## src/rtl/arb_ingress_queue.sv

```systemverilog
// Per-client ingress FIFOs feeding a WRR arbiter, muxing the granted head onto one stream.
// Optional packet lock (o_lock / pkt_active) is built when ARB_INGRESS_LOCK_EN is defined.
module arb_ingress_queue #(
  parameter int NUM_CLIENTS = 4,
  parameter int DATA_WIDTH  = 32,
  parameter int FIFO_DEPTH  = 4
) (
  input  logic                              clk,
  input  logic                              rst,
  input  logic [NUM_CLIENTS-1:0]            s_valid,
  output logic [NUM_CLIENTS-1:0]            s_ready,
  input  logic [NUM_CLIENTS*DATA_WIDTH-1:0] s_data,
  input  logic [NUM_CLIENTS-1:0]            s_last,
  output logic [NUM_CLIENTS-1:0]            o_req,
  output logic [NUM_CLIENTS-1:0]            o_lock,
  input  logic [NUM_CLIENTS-1:0]            i_gnt,
  output logic                              m_valid,
  input  logic                              m_ready,
  output logic [DATA_WIDTH-1:0]             m_data,
  output logic                              m_last,
  output logic [$clog2(NUM_CLIENTS)-1:0]    m_src,
  output logic                              o_gnt_err
);

  localparam int AW = $clog2(FIFO_DEPTH);
  localparam int SW = $clog2(NUM_CLIENTS);

  logic [AW:0]           wr_ptr    [NUM_CLIENTS];
  logic [AW:0]           rd_ptr    [NUM_CLIENTS];
  logic [DATA_WIDTH-1:0] mem_data  [NUM_CLIENTS][FIFO_DEPTH];
  logic                  mem_last  [NUM_CLIENTS][FIFO_DEPTH];
  logic [DATA_WIDTH-1:0] head_data [NUM_CLIENTS];

  logic [NUM_CLIENTS-1:0] full;
  logic [NUM_CLIENTS-1:0] empty;
  logic [NUM_CLIENTS-1:0] push;
  logic [NUM_CLIENTS-1:0] pop;
  logic [NUM_CLIENTS-1:0] head_last;

  logic          gnt_any;
  logic          gnt_multi;
  logic          gnt_onehot;
  logic [SW-1:0] gnt_idx;
  logic          gnt_err;

  // Full when the low bits match but the wrap bits differ; push never bypasses a full FIFO.
  always_comb begin
    for (int k = 0; k < NUM_CLIENTS; k++) begin
      empty[k]     = (wr_ptr[k] == rd_ptr[k]);
      full[k]      = (wr_ptr[k][AW-1:0] == rd_ptr[k][AW-1:0]) && (wr_ptr[k][AW] != rd_ptr[k][AW]);
      head_data[k] = mem_data[k][rd_ptr[k][AW-1:0]];
      head_last[k] = mem_last[k][rd_ptr[k][AW-1:0]];
      push[k]      = s_valid[k] && !full[k];
    end
  end

  always_comb begin
    gnt_idx = '0;
    for (int k = 0; k < NUM_CLIENTS; k++) begin
      if (i_gnt[k]) gnt_idx = SW'(k);
    end
    gnt_any    = |i_gnt;
    gnt_multi  = (i_gnt & (i_gnt - NUM_CLIENTS'(1))) != '0;
    gnt_onehot = gnt_any && !gnt_multi;
  end

  always_comb begin
    m_valid = gnt_onehot && !empty[gnt_idx];
    m_data  = m_valid ? head_data[gnt_idx] : '0;
    m_last  = m_valid ? head_last[gnt_idx] : 1'b0;
    m_src   = m_valid ? gnt_idx : '0;
    pop     = {NUM_CLIENTS{m_valid && m_ready}} & i_gnt;
  end

  assign s_ready   = ~full;
  assign o_req     = ~empty;
  assign o_gnt_err = gnt_err;

  always_ff @(posedge clk or posedge rst) begin
    if (rst) begin
      for (int k = 0; k < NUM_CLIENTS; k++) begin
        wr_ptr[k] <= '0;
        rd_ptr[k] <= '0;
      end
      gnt_err <= 1'b0;
    end else begin
      for (int k = 0; k < NUM_CLIENTS; k++) begin
        if (push[k]) wr_ptr[k] <= wr_ptr[k] + (AW+1)'(1);
        if (pop[k])  rd_ptr[k] <= rd_ptr[k] + (AW+1)'(1);
      end
      if (gnt_multi) gnt_err <= 1'b1;
    end
  end

  // Storage needs no reset: contents are only observable through non-empty pointers.
  always_ff @(posedge clk) begin
    for (int k = 0; k < NUM_CLIENTS; k++) begin
      if (push[k]) begin
        mem_data[k][wr_ptr[k][AW-1:0]] <= s_data[k*DATA_WIDTH +: DATA_WIDTH];
        mem_last[k][wr_ptr[k][AW-1:0]] <= s_last[k];
      end
    end
  end

`ifdef ARB_INGRESS_LOCK_EN
  logic [NUM_CLIENTS-1:0] pkt_active;

  // Stays set across an empty FIFO so a stalled packet keeps its claim on the arbiter.
  always_ff @(posedge clk or posedge rst) begin
    if (rst) begin
      pkt_active <= '0;
    end else begin
      for (int k = 0; k < NUM_CLIENTS; k++) begin
        if (pop[k]) pkt_active[k] <= !head_last[k];
      end
    end
  end

  assign o_lock = pkt_active | (~empty & ~head_last);
`else
  assign o_lock = '0;
`endif

endmodule

```

## config.mk

```make
export PLATFORM = sky130hd
export DESIGN_NAME = arb_ingress_queue
export DESIGN_NICKNAME = d
export VERILOG_FILES = /design/src/rtl/arb_ingress_queue.sv
export SDC_FILE = /design/constraint.sdc
export NUM_CORES = 1
export LEC_CHECK = 0
export ABC_CLOCK_PERIOD_IN_PS = 4100
export BUFFER_PORTS_ARGS = -buffer_cell sky130_fd_sc_hd__buf_2
export CAP_MARGIN = 0
export CORE_MARGIN = 5
export CORE_UTILIZATION = 64
export DETAILED_ROUTE_END_ITERATION = 8
export MAX_ROUTING_LAYER = met4
export PLACE_DENSITY = 0.95
export SYNTH_ARGS = -nofsm -noshare
export SYNTH_HDL_FRONTEND = slang
export SYNTH_SLANG_ARGS = --single-unit
```

## constraint.sdc

```tcl
create_clock -name clk -period 4.1 [get_ports clk]
set_input_delay 0.205 -clock clk [delete_from_list [all_inputs] [get_ports clk]]
set_output_delay 0.205 -clock clk [all_outputs]
set_load 0.05 [all_outputs]
```

==> flow_metrics.tcl <==
set metrics [dict create \
    outcome "finished clean" \
    critPathArrivalTime_ps 3840 \
    overflow 0 \
    hpwl_um 35000 \
    worst_skew_pair.late_latency_ps 590 \
    synth_seq_cells 553 \
    reg2reg_slack_ps 720 \
    avgSynthCellArea_um2 23.5 \
    globalplace.congestion 0.818 \
    cts_root_buf "clkbuf_16" \
    drcViolationCount 0 \
    max_clock_freq_ghz 0.247 \
    maxSlewViolCount 0 \
    clock_skew_ps 22.9 \
    rsz0062_at_grt "no" \
    crit_path_end_kind "output port" \
    setup_viol 0 \
    crit_end "m_data[6]" \
    rows 67 \
    grt_antenna_before_repair 17 \
    worstHoldPathType "in2reg" \
    num_vias 12768 \
    final_layout_size_suffix_gt1_frac 0.381 \
    tightest_slew_ps 1130 \
    grt_max_degree 36 \
    relSlewSlack 0.246 \
    avgRoutedWirePerCell_um 38.3 \
    yosys_warnings 0 \
    dieArea_um2 38100 \
    grt.total_usage 0.365 \
    critPathMaxFanout 24 \
    fin_crit_sh 0.985 \
    ioPinCount 192 \
    critPathSlowestCell "dfrtp_2" \
    ir_worst_vdd_mv 0.420 \
    start_util 0.651 \
    hold_viol_final 0 \
    crit_buf_inv 2 \
    cts_sinks 553 \
    finalInstanceArea_um2 26300 \
    drv_cap 0 \
    async_reset_ff_frac 0.0452 \
    cts_tree "yes" \
    htreeDepth 2 \
    path_depth 7 \
    power_leakage_nw 9.11 \
    dr.pass1.iters 5 \
    layout_min_cycle_time_ps 4040 \
    ant_nets 0 \
    cts_max_path_buffers 3 \
    grt_pass1_wl_um 95400 \
    synth_edf_count 528 \
    crit_type "reg2out" \
    grt_pass1_vias 12998 \
    drt_iter0_markers 2262 \
    cts_setup_buffers 0 \
    ctsResizeCount 0 \
    ys.flop_type "edfxtp_1" \
    max_stage_delay_ps 780 \
    cts_inserted_buffers 51 \
    die_height_um 195 \
    worstRegToRegCells 5 \
    nets 1442 \
    power.density_nw_per_um2 748 \
    cp.required_ps 3890 \
    worstSetupStartpoint "rd_ptr[6]" \
    ys_types 38 \
    seq_area_frac_synth 0.752 \
    port_buffers 187 \
    die_w_um 195 \
    via_per_inst 7.15 \
    syn_area_um2 21900 \
    wl_um 68500 \
    critPathTopFamily "compound AO/OA/AOI/OAI gates" \
    path_clk_slew_ps 70 \
    synth_cells 934 \
    r2r_end "mem_data[1][33]" \
    core_region_area_um2 33700 \
    r2r_start "rd_ptr[6]" \
    place_area_um2 23300 \
    syn_to_final_growth_pct 20.1 \
    start_kind "flop" \
    path_cells "xor2_1, o21ba_1, a311oi_2, or2_4, buf_12, nor2b_4, buf_2" \
    setup_tns_ps 0 \
    fin_total_pwr_mw 19.7 \
]
-- tightest hold or removal path, stage by stage --
cell,delay (ps)
buf_2,170
nor2_1,140
o21bai_1,80
-- cells in the mapped netlist (all sizes together) (2+ instances only) --
library cell    n  share of area
inv            13         0.0022
edfxtp        528           0.72
nor3            5         0.0011
nand3           2        0.00046
nor2b          27          0.017
ha             20          0.011
mux4          165           0.17
a21oi           2        0.00046
nand4           2        0.00057
xor2           20         0.0080
buf            31          0.010
xnor2          11         0.0044
a21boi          3         0.0010
mux2            4         0.0021
nor4b           2        0.00080
nor2           10         0.0023
o21ai           4        0.00091
and2b           6         0.0024
dfrtp          25          0.029
nand2          11         0.0019
and3            4         0.0011
clkbuf         17         0.0030
and2           13         0.0037
-- state kept, by name, summed over array words and instances (netlist names) --
name and count:
mem_data 512, wr_ptr 12, o_gnt_err 1, rd_ptr 12
mem_last 16
-- worst min-delay path by stage --
stage | slack, ps | cells after the start | endpoint | from
2_1_floorplan | 230 | 1 | o_gnt_err | rst
6_report | 70 | 3 | o_gnt_err | i_gnt[0]
3_3_place_gp | 420 | 1 | mem_data[3][112] | s_data[112]
5_1_grt | 70 | 3 | o_gnt_err | i_gnt[0]
4_1_cts | 20 | 3 | o_gnt_err | i_gnt[0]
3_5_place_dp | 420 | 1 | mem_data[2][90] | s_data[90]
-- through the flow --
stage | setup slack (ps) | hold slack [ps] | utilization | instances
2_1_floorplan | 1490 | 232 | - | 937
3_3_place_gp | 1100 | 415 | 0.692 | 1541
3_5_place_dp | 922 | 422 | 0.692 | 1541
4_1_cts | 205 | 17.9 | 0.780 | 1767
5_1_grt | 56.3 | 70.8 | 0.781 | 1784
6_report | 59.5 | 66.4 | 0.781 | 1786
-- per-layer routing --
metal  GRT usage  wire length (um)  vias up
met5           -                 0        -
met4       0.200              5700        0
met3       0.104              9130      405
met2       0.565             32600     1516
met1       0.442             21100     6242
li1            -                 -     4605
-- layout by cell type, fill, tap and decap left out, types with 2 or more instances in the layout --
cell,count
and2_2,12
nor2b_4,27
nor3_1,5
clkbuf_1,7
ha_1,20
xnor2_1,11
o21ai_0,4
nor2_1,7
clkbuf_16,53
inv_6,2
a21boi_1,3
nand2_1,11
edfxtp_1,528
clkinv_2,8
mux4_2,165
conb_1,4
mux2_2,4
dlygate4sd3_1,133
clkinv_1,18
nor2_4,2
xor2_1,20
nand3_1,2
bufinv_16,5
and2b_2,6
diode_2,19
dfrtp_1,19
buf_2,187
buf_4,16
nor4b_1,2
and3_2,4
dfrtp_2,6
nand4_1,2
inv_1,13
-- logic make-up after synthesis --
family                     synth area share
and+or+nand+nor                      0.0326
muxes                                 0.172
xor gates and xnor gates             0.0124
DFF                                   0.752
adders and majority gates            0.0114
AOI/OAI and AO/OA                   0.00474
buffers and inverters                0.0156
other                              0.000171
-- repair_timing --
item                                   CTS  global route
endpoints found under the hold margin  553             0
hold buffers                           133             0
setup endpoints to repair                0             0
-- where the power goes --
part,switching (mW),total (mW),internal (mW)
registers,0.689,8.34,7.65
clock network,2.16,4.83,2.67
logic,4.02,6.54,2.52
-- final cells by class --
class,count,area (um2)
clock inverter,33,275
clock buffer,60,1350
sequential,553,16500
fill,1577,7360
timing repair buffer,337,2410
multi-input combinational,323,5150
antenna,19,47.5
tap,448,561
inverter,13,48.8
Power figures use the tool's default switching activity.
